`src/rtl/calc_pkg.sv`:
```
// Shared types and widths for the calc_arb_seq arithmetic scheduler.
// Operand width is fixed at 4; the iteration counter and the result packing depend on it.
package calc_pkg;

    localparam int CALC_W     = 4;
    localparam int CALC_ITER  = 4;
    localparam int CALC_REM_W = CALC_W;
    localparam int CALC_Q_W   = CALC_W;
    localparam int CALC_RSP_W = CALC_REM_W + CALC_Q_W;
    localparam int CALC_ACC_W = 2 * CALC_W;

    typedef enum logic [1:0] {
        ADD = 2'b00,
        SUB = 2'b01,
        MUL = 2'b10,
        DIV = 2'b11
    } calc_op_e;

    typedef enum logic [1:0] {
        IDLE,
        EXEC,
        DONE
    } calc_state_e;

endpackage

```
`src/rtl/calc_iter_step.sv`:
```
// One combinational iteration of the shared datapath: a shift-add multiply step,
// or an MSB-first restoring divide step (compare and subtract in full accumulator width).
module calc_iter_step
    import calc_pkg::*;
(
    input  calc_op_e              op,
    input  logic [1:0]            k,
    input  logic [CALC_ACC_W-1:0] acc,
    input  logic [CALC_W-1:0]     a,
    input  logic [CALC_W-1:0]     b,
    output logic [CALC_ACC_W-1:0] acc_nxt,
    output logic                  qbit
);

    logic [CALC_ACC_W-1:0] a_sh;
    logic [CALC_ACC_W-1:0] b_sh;

    always_comb begin
        a_sh    = {{CALC_W{1'b0}}, a} << k;
        b_sh    = {{CALC_W{1'b0}}, b} << k;
        acc_nxt = acc;
        qbit    = 1'b0;
        if (op == MUL) begin
            if (b[k]) begin
                acc_nxt = acc + a_sh;
            end
        end else if (acc >= b_sh) begin
            acc_nxt = acc - b_sh;
            qbit    = 1'b1;
        end
    end

endmodule

```
`src/rtl/calc_arb_seq.sv`:
```
// Two-requester arithmetic scheduler sharing one 4-bit add/sub/mul/div datapath.
// CALC_RR_ARB_EN selects round-robin tie-break; undefined gives fixed priority to requester 0.
module calc_arb_seq
    import calc_pkg::*;
#(
    parameter int W    = CALC_W,
    parameter int NREQ = 2
) (
    input  logic              clk,
    input  logic              rst_n,
    input  logic [NREQ-1:0]   req_valid,
    output logic [NREQ-1:0]   req_ready,
    input  logic [2*NREQ-1:0] req_op,
    input  logic [W*NREQ-1:0] req_a,
    input  logic [W*NREQ-1:0] req_b,
    output logic              rsp_valid,
    input  logic              rsp_ready,
    output logic              rsp_id,
    output logic [2*W-1:0]    rsp_data,
    output logic              rsp_flag
);

    calc_state_e    state;
    calc_op_e       op_r;
    logic [1:0]     cnt;
    logic [W-1:0]   a_r;
    logic [W-1:0]   b_r;
    logic           id_r;
    logic [2*W-1:0] acc_r;
    logic [W-2:0]   q_r;
`ifdef CALC_RR_ARB_EN
    logic           last_grant;
`endif

    logic           g;
    logic [1:0]     op_sel;
    logic [W-1:0]   a_sel;
    logic [W-1:0]   b_sel;
    logic [W:0]     sum;
    logic [W-1:0]   diff;
    logic [1:0]     k;
    logic [2*W-1:0] acc_nxt;
    logic           qbit;

    always_comb begin
`ifdef CALC_RR_ARB_EN
        g = (req_valid[0] && req_valid[1]) ? ~last_grant : ~req_valid[0];
`else
        g = ~req_valid[0];
`endif
        req_ready = '0;
        if (rst_n && state == IDLE && req_valid[g]) begin
            req_ready[g] = 1'b1;
        end
        op_sel = g ? req_op[3:2]     : req_op[1:0];
        a_sel  = g ? req_a[2*W-1:W]  : req_a[W-1:0];
        b_sel  = g ? req_b[2*W-1:W]  : req_b[W-1:0];
        sum    = {1'b0, a_r} + {1'b0, b_r};
        diff   = a_r - b_r;
        // cnt always counts down; multiply walks bits LSB-first, divide MSB-first
        k      = (op_r == MUL) ? 2'(CALC_ITER - 1) - cnt : cnt;
    end

    calc_iter_step u_step (
        .op      (op_r),
        .k       (k),
        .acc     (acc_r),
        .a       (a_r),
        .b       (b_r),
        .acc_nxt (acc_nxt),
        .qbit    (qbit)
    );

    always_ff @(posedge clk) begin
        if (!rst_n) begin
            state     <= IDLE;
            cnt       <= '0;
            op_r      <= ADD;
            a_r       <= '0;
            b_r       <= '0;
            id_r      <= 1'b0;
            acc_r     <= '0;
            q_r       <= '0;
            rsp_valid <= 1'b0;
            rsp_id    <= 1'b0;
            rsp_data  <= '0;
            rsp_flag  <= 1'b0;
`ifdef CALC_RR_ARB_EN
            last_grant <= 1'b1;
`endif
        end else begin
            case (state)
                IDLE: begin
                    if (|req_ready) begin
                        op_r  <= calc_op_e'(op_sel);
                        a_r   <= a_sel;
                        b_r   <= b_sel;
                        id_r  <= g;
                        cnt   <= 2'(CALC_ITER - 1);
                        acc_r <= (calc_op_e'(op_sel) == DIV) ? {{W{1'b0}}, a_sel} : '0;
                        q_r   <= '0;
`ifdef CALC_RR_ARB_EN
                        last_grant <= g;
`endif
                        state <= EXEC;
                    end
                end
                EXEC: begin
                    case (op_r)
                        ADD: begin
                            rsp_data  <= {{(W-1){1'b0}}, sum};
                            rsp_flag  <= sum[W];
                            rsp_valid <= 1'b1;
                            rsp_id    <= id_r;
                            state     <= DONE;
                        end
                        SUB: begin
                            rsp_data  <= {{W{1'b0}}, diff};
                            rsp_flag  <= (a_r < b_r);
                            rsp_valid <= 1'b1;
                            rsp_id    <= id_r;
                            state     <= DONE;
                        end
                        default: begin
                            if (op_r == DIV && b_r == '0) begin
                                rsp_data  <= {a_r, {W{1'b1}}};
                                rsp_flag  <= 1'b1;
                                rsp_valid <= 1'b1;
                                rsp_id    <= id_r;
                                state     <= DONE;
                            end else begin
                                acc_r <= acc_nxt;
                                q_r   <= {q_r[W-3:0], qbit};
                                if (cnt == '0) begin
                                    rsp_data  <= (op_r == MUL) ? acc_nxt
                                                               : {acc_nxt[W-1:0], q_r, qbit};
                                    rsp_flag  <= 1'b0;
                                    rsp_valid <= 1'b1;
                                    rsp_id    <= id_r;
                                    state     <= DONE;
                                end else begin
                                    cnt <= cnt - 2'd1;
                                end
                            end
                        end
                    endcase
                end
                DONE: begin
                    if (rsp_ready) begin
                        rsp_valid <= 1'b0;
                        state     <= IDLE;
                    end
                end
                default: state <= IDLE;
            endcase
        end
    end

endmodule

```
`config.mk`:
```
export PLATFORM = sky130hd
export DESIGN_NAME = calc_arb_seq
export DESIGN_NICKNAME = d
export VERILOG_FILES = /design/src/rtl/calc_pkg.sv /design/src/rtl/calc_iter_step.sv /design/src/rtl/calc_arb_seq.sv
export SDC_FILE = /design/constraint.sdc
export NUM_CORES = 1
export LEC_CHECK = 0
export BUFFER_PORTS_ARGS = -buffer_cell sky130_fd_sc_hd__buf_4
export CAP_MARGIN = 20
export CORE_ASPECT_RATIO = 0.7
export CORE_MARGIN = 2
export CORE_UTILIZATION = 25
export CTS_BUF_LIST = sky130_fd_sc_hd__clkbuf_16
export DETAILED_ROUTE_END_ITERATION = 12
export PLACE_DENSITY = 0.42
export SYNTH_ARGS = -nofsm -noshare
export SYNTH_HDL_FRONTEND = slang
export SYNTH_HIERARCHICAL = 1
export SYNTH_SLANG_ARGS = --single-unit
```
`constraint.sdc`:
```
create_clock -name clk -period 7.6 [get_ports clk]
set_input_delay 0.38 -clock clk [delete_from_list [all_inputs] [get_ports clk]]
set_output_delay 0.38 -clock clk [all_outputs]
set_load 0.01 [all_outputs]
```
==> metrics.log, run 1 <==
[metrics] most common library cell in the layout ignoring fill and taps: buf_4
[metrics] post-synthesis to final-layout area growth: 16.73%
[metrics] DR DRC count: 0
[metrics] library cell used as clock root buffer: clkbuf_16
[metrics] Final WS setup: between 3 and 4 ns
[metrics] unrepaired setup endpoints after global routing: no
[metrics] sequential element share of the synthesized area: between 20% and 30%
[metrics] number of global-route vias before repair: between 2000 and 3000
[metrics] io pins: 38
[metrics] sort of element at the start of the critical path: flop
[metrics] final-report hold violation count: 0
[metrics] iteration count of the initial detailed-routing pass: 5
[metrics] post-synthesis cell type count: 63
[metrics] buffers inserted by post-CTS timing repair: 0
[metrics] endpoint arrival time on the critical path: 4.61 ns
[metrics] Final HPWL DP: 8190 µm
[metrics] global-route usage over all layers: 15.68%
[metrics] critical hold path startpoint: req_b[0]
[metrics] biggest fanout along the worst timing path: 15
[metrics] Post-synth top flop: dfxtp_1
[metrics] reg-to-reg setup timing slack: around 3.1 ns
[metrics] Port Buf Inserts: 37
[metrics] gp weighted congestion: around 0.9
[metrics] post-DR wirelength/cell: 18.34 µm
[metrics] number of nets produced by synthesis: 438
[metrics] Peak VDD IR: 0.1018 mV
[metrics] Setup crit start: op_r[1]$_SDFFE_PN0P_
[metrics] FF-to-FF path depth: 14
[metrics] hold worst-path end: b_r[0]$_SDFFE_PN0P_
[metrics] DIE WIDTH: 139.1 µm
[metrics] cts hold-fix bufs: 0
[metrics] post-route clock period utilization: 58.69%
[metrics] run status: finished, final reports clean
[metrics] pin count of the biggest net entering global routing: 29
[metrics] Core Area: 12460 µm²
[metrics] number of enable flip-flop cells after synthesis: 0
[metrics] Synth area leader: dfxtp_1
[metrics] cells taking the most area after synthesis: dfxtp_1 (23%), ha_1 (9.0%), mux2i_1 (5.3%)
[metrics] type of the most critical hold path: in -> reg
[metrics] pre-CTS setup slack: 2.708 ns
[metrics] data required time at the worst endpoint: 7.75 ns
[metrics] total wire length after detailed routing: 10550 µm
[metrics] number of instances on the worst hold path: 3
[metrics] clock slew seen by the registers of the worst setup and hold paths: 0.06 ns
[metrics] number of buffers created by CTS: 5
[metrics] antenna violations before repair: 0
[metrics] insertion delay to the later sink of the worst-skew pair: 0.29 ns
[metrics] FP Rows: 34
[metrics] H-tree Lvls: 2
[metrics] Reg-to-Reg Start: op_r[1]$_SDFFE_PN0P_
[metrics] critical path endpoint category: flop
[metrics] post-synthesis async set-or-reset flop share: 0%
[metrics] vias after detailed routing: between 3000 and 4000
[metrics] Total Nets Final: 464
[metrics] leakage: between 1 and 1.5 nW
[metrics] critical setup path kind: reg -> reg
[metrics] maximum clock insertion buffer count: 2
[metrics] n_diodes: 0
[metrics] fin crit period: 4.461 ns
[metrics] leading cell types in the layout, fill and taps excluded: buf_4 (42), dfxtp_1 (37), nor2_1 (29)
[metrics] Sum Neg Setup Slack: 0 ns
[metrics] maximum clock skew at final layout: 0.003217 ns
[metrics] total of max-cap violations: 0
[metrics] per-instance average area after synthesis: 8.275 µm²
[metrics] Setup-failing EPs final: 0
[metrics] count of antenna-violating nets left after detailed routing: 0
[metrics] via/cell ratio: 5.350
[metrics] starting density of the core: 25.63%
[metrics] post-synthesis instance area: 3194 µm²
[metrics] Power Density: 227.9 nW/µm²
[metrics] sink count of the clock tree: 37
[metrics] clock tree from TritonCTS: done
[metrics] remaining max-slew budget at the tightest pin: roughly a third
[metrics] register bit total from synthesis: 37
[metrics] measured slew at the worst slew-check pin: 1.010 ns
[metrics] count of pins over their slew limit: 0
[metrics] count of mapped cells out of synthesis: 386
[metrics] floorplan die area: 13710 µm²
[metrics] layout cell share with drive strength beyond 1: a little under a fifth
[metrics] die outline height: 98.58 µm
[metrics] Post-CTS Resized: 0
[metrics] initial DRC count: 265
[metrics] global-route wire length before repair: roughly 17000 µm
[metrics] area share of the largest cell type after synthesis: 23.19%
[metrics] sum of overflow across all layers after global routing: 0
[metrics] maximum frequency from static timing analysis: 224.2 MHz
[metrics] Syn. warnings: 6
[metrics] capture point of the worst reg-to-reg path: rsp_data[1]$_SDFFE_PN0P_
[synthesized netlist by cell type (11+ instances only)]
| cell | count |
|---|---|
| nand3_1 | 21 |
| clkbuf_1 | 11 |
| a211oi_1 | 15 |
| nor3_1 | 12 |
| ha_1 | 23 |
| nor2_1 | 29 |
| o21ai_0 | 11 |
| mux2i_1 | 17 |
| a21oi_1 | 24 |
| inv_1 | 23 |
| dfxtp_1 | 37 |
| nand2_1 | 19 |
| o22ai_1 | 11 |
[worst max path at each step]
stage	to	slack, ns	cells past startpoint
5_1_grt	rsp_data[1]$_SDFFE_PN0P_	2.84	14
4_1_cts	rsp_data[1]$_SDFFE_PN0P_	2.70	13
3_3_place_gp	rsp_data[1]$_SDFFE_PN0P_	2.81	13
3_5_place_dp	rsp_data[1]$_SDFFE_PN0P_	2.71	13
2_1_floorplan	rsp_data[1]$_SDFFE_PN0P_	3.42	17
6_report	rsp_data[1]$_SDFFE_PN0P_	3.14	14
[routing by layer]
metal	share of wire [%]	wire length, µm	track usage, %	up-vias
li1	-	-	-	1502
met1	53	5641	25.64	1448
met2	37	3923	20.35	120
met3	8.8	929	4.082	6
met4	0.48	51	2.098	0
met5	0	0	0	-
[final cells by class]
| type | instances | area, µm² |
|---|---|---|
| clock inverters | 3 | 18.77 |
| repair buffers | 42 | 315.3 |
| clock buffers | 5 | 125.1 |
| fillers | 1332 | 8736 |
| inverters | 23 | 86.33 |
| multi-input cells | 303 | 2240 |
| well taps | 162 | 202.7 |
| flip-flops and latches | 37 | 740.7 |
[power by group]
group          internal, mW  leakage (nW)  switching, mW
logic                 0.173          1.10          0.228
registers             0.210         0.303         0.0309
clock network         0.120        0.0672         0.0868
total                 0.504          1.47          0.346
[critical path, cell delays in order, from the launching register on]
cell and delay [ns]:
dfxtp_1 0.67, nand2b_1 0.19, xnor2_1 0.31, buf_4 0.26, mux2_2 0.36, o21ai_0 0.15
ha_1 0.31, a21oi_1 0.19, and2_2 0.21, a21oi_2 0.11, or2_0 0.37, a221o_1 0.47
mux4_2 0.47, a31oi_1 0.16, a21oi_1 0.08
[kinds of logic after synthesis]
family	synth area share, %
adder cells (fa/ha/maj)	11.52
multiplexers	8.852
AND/OR/NAND/NOR	22.60
buffers and inverters	6.698
XOR/XNOR	1.919
AO/OA/AOI/OAI	25.23
flip-flops	23.19
[stage by stage]
| step | util (%) | area, µm² | total power, mW | hold WS, ns | cells |
|---|---|---|---|---|---|
| floorplan | - | 3194 | 0.5270 | 0.4476 | 386 |
| global placement | 28.70 | 3577 | 0.6420 | 0.4499 | 566 |
| detailed placement | 28.70 | 3577 | 0.6392 | 0.4575 | 566 |
| CTS | 29.85 | 3721 | 0.8501 | 0.3834 | 574 |
| global route | 29.91 | 3729 | 0.9099 | 0.4123 | 575 |
| finish | 29.91 | 3729 | 0.8497 | 0.3875 | 575 |
[sequential cells by signal, summed over array words and instances, names as in the netlist]
signal / count
cnt: 2
q_r: 3
id_r: 1
rsp_id: 1
acc_r: 8
rsp_data: 8
a_r: 4
op_r: 2
state: 2
rsp_valid: 1
b_r: 4
rsp_flag: 1
No activity file was read; power rests on OpenSTA's default activity.
==> inputs of run 2 (changes only) <==
--- a/config.mk
+++ b/config.mk
@@ -12,7 +12,7 @@
 export CORE_UTILIZATION = 25
 export CTS_BUF_LIST = sky130_fd_sc_hd__clkbuf_16
 export DETAILED_ROUTE_END_ITERATION = 12
-export PLACE_DENSITY = 0.42
+export PLACE_DENSITY = 0.43
 export SYNTH_ARGS = -nofsm -noshare
 export SYNTH_HDL_FRONTEND = slang
 export SYNTH_HIERARCHICAL = 1
==> constraint.sdc (replaced) <==
create_clock -name clk -period 4 [get_ports clk]
set_input_delay 0.2 -clock clk [delete_from_list [all_inputs] [get_ports clk]]
set_output_delay 0.2 -clock clk [all_outputs]
set_load 0.01 [all_outputs]
==> run 2 against run 1 <==
Final cell count grew 0.70%. Worst setup slack got worse by 2.8 ns. Fmax rose by 22%. Clock-buffer cell count did not move. First-iteration DRC count decreased by 45%. Global-route usage shrank 0.56 points. Wire length fell by 3.7%. Hold slack worse by 0.18 ns. Via count down 1.9%. Largest power group unchanged.
==> metrics.log, run 2 (synthesized netlist as in run 1, its figures left out) <==
[metrics] run status: finished, final reports clean
[metrics] Sequential cell area: 740.7 µm² (unchanged)
[metrics] layout cell share with drive strength beyond 1: 18.94% (+0.54 points)
[metrics] number of buffers created by CTS: 5 (unchanged)
[metrics] share of total power consumed by net switching: 38.62% (-2.1 points)
[metrics] endpoint arrival time on the critical path: 3.81 ns (-0.80 ns)
[metrics] count of pins over their slew limit: 0 (unchanged)
[metrics] count of antenna-violating nets left after detailed routing: 0 (unchanged)
[metrics] clock tree from TritonCTS: done
[metrics] most common library cell in the layout ignoring fill and taps: buf_4
[metrics] unrepaired setup endpoints after global routing: no
[metrics] post-route clock period utilization: 91.76% (+33 points)
[metrics] Post-CTS Resized: 0 (unchanged)
[metrics] critical path endpoint category: flop
[metrics] post-DR wirelength/cell: 17.55 µm (-4.3%)
[metrics] leading cell types in the layout, fill and taps excluded: buf_4 (46), dfxtp_1 (37), nor2_1 (29)
[metrics] library cell used as clock root buffer: clkbuf_16
[metrics] die outline height: 98.58 µm (unchanged)
[metrics] data required time at the worst endpoint: 4.14 ns (-3.61 ns)
[metrics] Port Buf Inserts: 37 (unchanged)
[metrics] ordered cell list for the critical path: nand2b_1 -> xnor2_2 -> buf_4 -> inv_1 -> and3_1 -> ha_1 -> inv_1 -> fa_1 -> nand3_1 -> and2_2 -> a21oi_2 -> or2_0 -> buf_4 -> a221o_2 -> mux2_2 -> a31oi_1 -> o22ai_1
[metrics] antenna violations before repair: 0 (unchanged)
[metrics] maximum clock skew at final layout: 0.005366 ns (+0.002149 ns)
[metrics] final-layout fill cell count: 1344 (+0.90%)
[metrics] gp weighted congestion: 0.8645 (-4.1%)
[metrics] switching power: 615.3 µW (+78%)
[metrics] number of global-route vias before repair: 2920 (+1.8%)
[metrics] vias after detailed routing: 3017 (-1.9%)
[metrics] fin crit period: 3.670 ns (-0.7904 ns)
[metrics] leakage: 1.503 nW (+2.6%)
[metrics] Core Area: 12460 µm² (unchanged)
[metrics] cell class contributing the biggest share of worst-path delay: simple AND/OR/NAND/NOR gates
[metrics] Sum Neg Setup Slack: 0 ns (unchanged)
[metrics] via/cell ratio: 5.211 (-2.6%)
[metrics] sink count of the clock tree: 37 (unchanged)
[metrics] highest cell delay on the worst timing path: 0.41 ns (-0.26 ns)
[metrics] path length in cells of the critical path: 17 (+3)
[metrics] final instance area: 3759 µm² (+0.81%)
[metrics] clock network fraction of design power: 23.4% (-1.0 points)
[metrics] insertion delay to the later sink of the worst-skew pair: 0.28 ns (about the same)
[metrics] FF-to-FF path depth: 17 (+3)
[metrics] n_diodes: 0 (unchanged)
[metrics] iteration count of the initial detailed-routing pass: 6 (+1)
[metrics] area after detailed placement: 3615 µm² (+1.0%)
[metrics] sum of overflow across all layers after global routing: 0 (unchanged)
[metrics] Final HPWL DP: 8076 µm (-1.4%)
[metrics] maximum frequency from static timing analysis: 272.5 MHz (+22%)
[metrics] area used by multi-input combinational logic: 2247 µm² (+0.34%)
[metrics] pre-CTS setup slack: 0.2041 ns (-2.504 ns)
[metrics] cts hold-fix bufs: 0 (unchanged)
[metrics] buffers inserted by post-CTS timing repair: 0 (unchanged)
[metrics] biggest fanout along the worst timing path: 9 (-6)
[metrics] clock slew seen by the registers of the worst setup and hold paths: 0.06 ns (about the same)
[metrics] Regs by FF count: acc_r: 8 flops, rsp_data: 8 flops
[metrics] number of instances on the worst hold path: 3 (unchanged)
[metrics] sort of element at the start of the critical path: flop
[metrics] worst hold margin: 0.2055 ns (-0.1820 ns)
[metrics] initial DRC count: 146 (-45%)
[metrics] maximum clock insertion buffer count: 2 (unchanged)
[metrics] io pins: 38 (unchanged)
[metrics] DR DRC count: 0 (unchanged)
[metrics] type of the most critical hold path: in -> reg
[metrics] Power Density: 423.9 nW/µm² (+86%)
[metrics] combinational share of power: 48.6% (+1.4 points)
[metrics] floorplan die area: 13710 µm² (unchanged)
[metrics] critical setup path kind: reg -> reg
[metrics] Setup-failing EPs final: 0 (unchanged)
[metrics] post-synthesis to final-layout area growth: 17.67%
[metrics] H-tree Lvls: 2 (unchanged)
[metrics] number of buffers and inverters on the critical path: 4 (+3)
[metrics] total wire length after detailed routing: 10160 µm (-3.7%)
[metrics] FP Rows: 34 (unchanged)
[metrics] global-route usage over all layers: 15.12% (-0.56 points)
[metrics] measured slew at the worst slew-check pin: 1.025 ns (+0.01496 ns)
[metrics] remaining max-slew budget at the tightest pin: 31.68% (-1.0 points)
[metrics] pin count of the biggest net entering global routing: 31 (+6.9%)
[metrics] Int Pwr: 977.8 µW (+94%)
[metrics] Peak VDD IR: 0.1760 mV (+73%)
[metrics] cell at the slowest stage of the critical path: fa_1
[metrics] Final WS setup: 0.3297 ns (-2.810 ns)
[metrics] total of max-cap violations: 0 (unchanged)
[metrics] sequential share of power: 28.0% (-0.4 points)
[metrics] starting density of the core: 25.63% (unchanged)
[metrics] DIE WIDTH: 139.1 µm (unchanged)
[metrics] Total Nets Final: 468 (+0.86%)
[metrics] final-report hold violation count: 0 (unchanged)
[metrics] global-route wire length before repair: 16310 µm (-2.3%)
[metrics] Post-Route Utilization: 30.15% (+0.24 points)
## run 2: cell types whose count changed in the layout (fill, tap and decap cells not counted), sizes merged
cell,delta
inv,+2
buf,+4
clkinvlp,-2
## run 2: tightest hold or removal path: stages
cell	delay (ns)
buf_4	0.08
o2bb2ai_1	0.05
a21oi_1	0.12
## run 2: metrics by stage
stage,power (mW),instances
final,1.593,579
after detailed placement,1.215,571
after global routing,1.709,579
after global placement,1.215,571
after CTS,1.592,579
after floorplan,1.002,386
## run 2: cell type report
cell class	instances	area share (%)
sequential	37	19.71
clock inverter	3	0.2996
timing repair buffer	46	9.188
multi-input combinational	303	59.79
tap	162	5.393
clock buffer	5	3.329
inverter	23	2.297
## run 2: worst paths after layout
kind	slack (ns)	startpoint	to
max	0.33	op_r[0]$_SDFFE_PN0P_	rsp_data[7]$_SDFFE_PN0P_
min	0.21	req_b[0]	b_r[0]$_SDFFE_PN0P_
max reg2reg	0.33	op_r[0]$_SDFFE_PN0P_	rsp_data[7]$_SDFFE_PN0P_
min reg2reg	0.47	rsp_flag$_SDFFE_PN0P_	rsp_flag$_SDFFE_PN0P_
## run 2: per-layer routing
| layer | global-route usage [%] | vias to the layer above | wire length, µm |
|---|---|---|---|
| met5 | 0 | - | 0 |
| met4 | 3.186 | 0 | 79 |
| met3 | 3.304 | 7 | 614 |
| met2 | 20.05 | 81 | 3915 |
| met1 | 24.33 | 1417 | 5550 |
| li1 | - | 1512 | - |
## run 2: power by group through the flow
| stage | sequential (mW) | clock (mW) | combinational (mW) |
|---|---|---|---|
| final | 0.446 | 0.373 | 0.775 |
| after global routing | 0.451 | 0.404 | 0.854 |
| after CTS | 0.445 | 0.381 | 0.766 |
| after detailed placement | 0.453 | 0 | 0.763 |
| after global placement | 0.453 | 0 | 0.762 |
| after floorplan | 0.441 | 0 | 0.561 |
==> inputs of run 3 (changes only) <==
--- a/config.mk
+++ b/config.mk
@@ -9,10 +9,10 @@
 export CAP_MARGIN = 20
 export CORE_ASPECT_RATIO = 0.7
 export CORE_MARGIN = 2
-export CORE_UTILIZATION = 25
+export CORE_UTILIZATION = 54
 export CTS_BUF_LIST = sky130_fd_sc_hd__clkbuf_16
 export DETAILED_ROUTE_END_ITERATION = 12
-export PLACE_DENSITY = 0.43
+export PLACE_DENSITY = 0.79
 export SYNTH_ARGS = -nofsm -noshare
 export SYNTH_HDL_FRONTEND = slang
 export SYNTH_HIERARCHICAL = 1
==> run 3 against run 2 <==
Final cell count decreased by 15%. Clock power about the same. Utilization increased by 33 points. Hold slack improved by 0.0065 ns. Sequential share of layout area increased by 0.66 points. Clock skew about the same. Power decreased by 0.77%. Largest cell class unchanged.
==> metrics.log, run 3 (synthesized netlist as in run 1, its figures left out) <==
[metrics] run status: finished, final reports clean
[metrics] Core Area: 5727 µm² (-54%)
[metrics] via/cell ratio: 6.402 (+23%)
[metrics] critical setup path kind: reg -> reg
[metrics] leakage: 1.491 nW (-0.85%)
[metrics] floorplan die area: 6556 µm² (-52%)
[metrics] final instance area: 3637 µm² (-3.2%)
[metrics] post-DR wirelength/cell: 18.20 µm (+3.7%)
[metrics] Regs by FF count: acc_r: 8 flops, rsp_data: 8 flops
[metrics] measured slew at the worst slew-check pin: 1.008 ns (-0.01656 ns)
[metrics] count of pins over their slew limit: 0 (unchanged)
[metrics] clock tree from TritonCTS: done
[metrics] die outline height: 68.35 µm (-31%)
[metrics] H-tree Lvls: 2 (unchanged)
[metrics] type of the most critical hold path: in -> reg
[metrics] maximum clock skew at final layout: 0.005141 ns (-0.0002248 ns)
[metrics] Peak VDD IR: 0.2063 mV (+17%)
[metrics] number of buffers created by CTS: 5 (unchanged)
[metrics] endpoint arrival time on the critical path: 3.89 ns (+0.08 ns)
[metrics] unrepaired setup endpoints after global routing: no
[metrics] biggest fanout along the worst timing path: 9 (unchanged)
[metrics] Port Buf Inserts: 37 (unchanged)
[metrics] starting density of the core: 55.78% (+30 points)
[metrics] sort of element at the start of the critical path: flop
[metrics] Power Density: 434.7 nW/µm² (+2.5%)
[metrics] clock slew seen by the registers of the worst setup and hold paths: 0.05 ns (about the same)
[metrics] gp weighted congestion: 1.007 (+16%)
[metrics] DIE WIDTH: 95.93 µm (-31%)
[metrics] most common library cell in the layout ignoring fill and taps: buf_4
[metrics] maximum clock insertion buffer count: 2 (unchanged)
[metrics] DR DRC count: 0 (unchanged)
[metrics] final-report hold violation count: 0 (unchanged)
[metrics] fin crit period: 3.749 ns (+0.07871 ns)
[metrics] io pins: 38 (unchanged)
[metrics] insertion delay to the later sink of the worst-skew pair: 0.28 ns (about the same)
[metrics] FP Rows: 23 (-32%)
[metrics] leading cell types in the layout, fill and taps excluded: buf_4 (44), dfxtp_1 (37), nor2_1 (29)
[metrics] cts hold-fix bufs: 0 (unchanged)
[metrics] area after detailed placement: 3483 µm² (-3.6%)
[metrics] global-route usage over all layers: 28.87% (+14 points)
[metrics] sink count of the clock tree: 37 (unchanged)
[metrics] Post-CTS Resized: 0 (unchanged)
[metrics] total wire length after detailed routing: 8920 µm (-12%)
[metrics] number of global-route vias before repair: 2805 (-3.9%)
[metrics] buffers inserted by post-CTS timing repair: 0 (unchanged)
[metrics] post-route clock period utilization: 93.72% (+2.0 points)
[metrics] Sum Neg Setup Slack: 0 ns (unchanged)
[metrics] total of max-cap violations: 0 (unchanged)
[metrics] critical path endpoint category: flop
[metrics] iteration count of the initial detailed-routing pass: 5 (-1)
[metrics] remaining max-slew budget at the tightest pin: 32.78% (+1.1 points)
[metrics] global-route wire length before repair: 14420 µm (-12%)
[metrics] sum of overflow across all layers after global routing: 0 (unchanged)
[metrics] data required time at the worst endpoint: 4.15 ns (about the same)
[metrics] count of antenna-violating nets left after detailed routing: 0 (unchanged)
[metrics] layout cell share with drive strength beyond 1: 19.04% (+0.091 points)
[metrics] vias after detailed routing: 3137 (+4.0%)
[metrics] initial DRC count: 300 (+110%)
[metrics] Total Nets Final: 466 (-0.43%)
[metrics] Setup-failing EPs final: 0 (unchanged)
[metrics] antenna violations before repair: 0 (unchanged)
[metrics] n_diodes: 0 (unchanged)
[metrics] maximum frequency from static timing analysis: 266.7 MHz (-2.1%)
[metrics] post-synthesis to final-layout area growth: 13.87%
[metrics] Final HPWL DP: 6901 µm (-15%)
[metrics] pin count of the biggest net entering global routing: 31 (unchanged)
[metrics] library cell used as clock root buffer: clkbuf_16
-- run 3: cell types whose count changed in the layout (fill, tap and decap cells not counted), sizes merged --
| cell | previous run | this run |
|---|---|---|
| inv | 26 | 24 |
| clkinv | 0 | 2 |
| buf | 46 | 44 |
-- run 3: power breakdown --
group	internal, mW	leakage [nW]	total [mW]	switching [mW]
Sequential	0.400	0.303	0.448	0.0476
Combinational	0.346	1.11	0.759	0.413
Clock	0.226	0.0748	0.374	0.148
-- run 3: layout make-up --
class	count	area, µm²
Clock buffer	5	125.1
Clock inverter	3	13.76
Inverter	23	86.33
Timing Repair Buffer	44	330.3
Tap cell	75	93.84
Sequential cell	37	740.7
Fill cell	502	2090
Multi-Input combinational cell	303	2247
-- run 3: critical path, cell delays in order (launching register included) --
cell and delay (ns):
dfxtp_1 0.32, nand2b_1 0.20, xnor2_2 0.20, buf_4 0.20
inv_1 0.12, and3_1 0.17, ha_1 0.18, inv_1 0.06
fa_1 0.41, nand3_1 0.11, and2_2 0.19, a21oi_2 0.10
or2_0 0.24, buf_4 0.17, a221o_2 0.38, mux2_2 0.27
a31oi_1 0.18, o22ai_1 0.10
-- run 3: per-layer routing --
layer / GRT usage (%) / up-vias / share of wire [%]
met5: 0 / - / 0
met4: 5.536 / 0 / 0.82
met3: 7.709 / 12 / 8.8
met2: 41.61 / 145 / 42
met1: 43.02 / 1476 / 48
li1: - / 1504 / -
-- run 3: worst paths after layout --
| check | slack, ns | depth (start not counted) | end | startpoint |
|---|---|---|---|---|
| max | 0.25 | 17 | rsp_data[7]$_SDFFE_PN0P_ | op_r[0]$_SDFFE_PN0P_ |
| min | 0.21 | 3 | b_r[0]$_SDFFE_PN0P_ | req_b[0] |
| max reg2reg | 0.25 | 17 | rsp_data[7]$_SDFFE_PN0P_ | op_r[0]$_SDFFE_PN0P_ |
| min reg2reg | 0.47 | 2 | rsp_flag$_SDFFE_PN0P_ | rsp_flag$_SDFFE_PN0P_ |
-- run 3: stage by stage --
| step | setup WS [ns] | hold WS [ns] | util (%) | std cells | total power, mW |
|---|---|---|---|---|---|
| final | 0.2510 | 0.2120 | 63.51 | 490 | 1.581 |
| after global routing | 0.03646 | 0.2576 | 63.51 | 490 | 1.676 |
| after CTS | 0.2387 | 0.2147 | 63.25 | 489 | 1.564 |
| after detailed placement | 0.2654 | 0.4522 | 60.83 | 481 | 1.186 |
| after global placement | 0.3323 | 0.4412 | 60.83 | 481 | 1.175 |
| after floorplan | 0.02365 | 0.3836 | - | 386 | 1.002 |
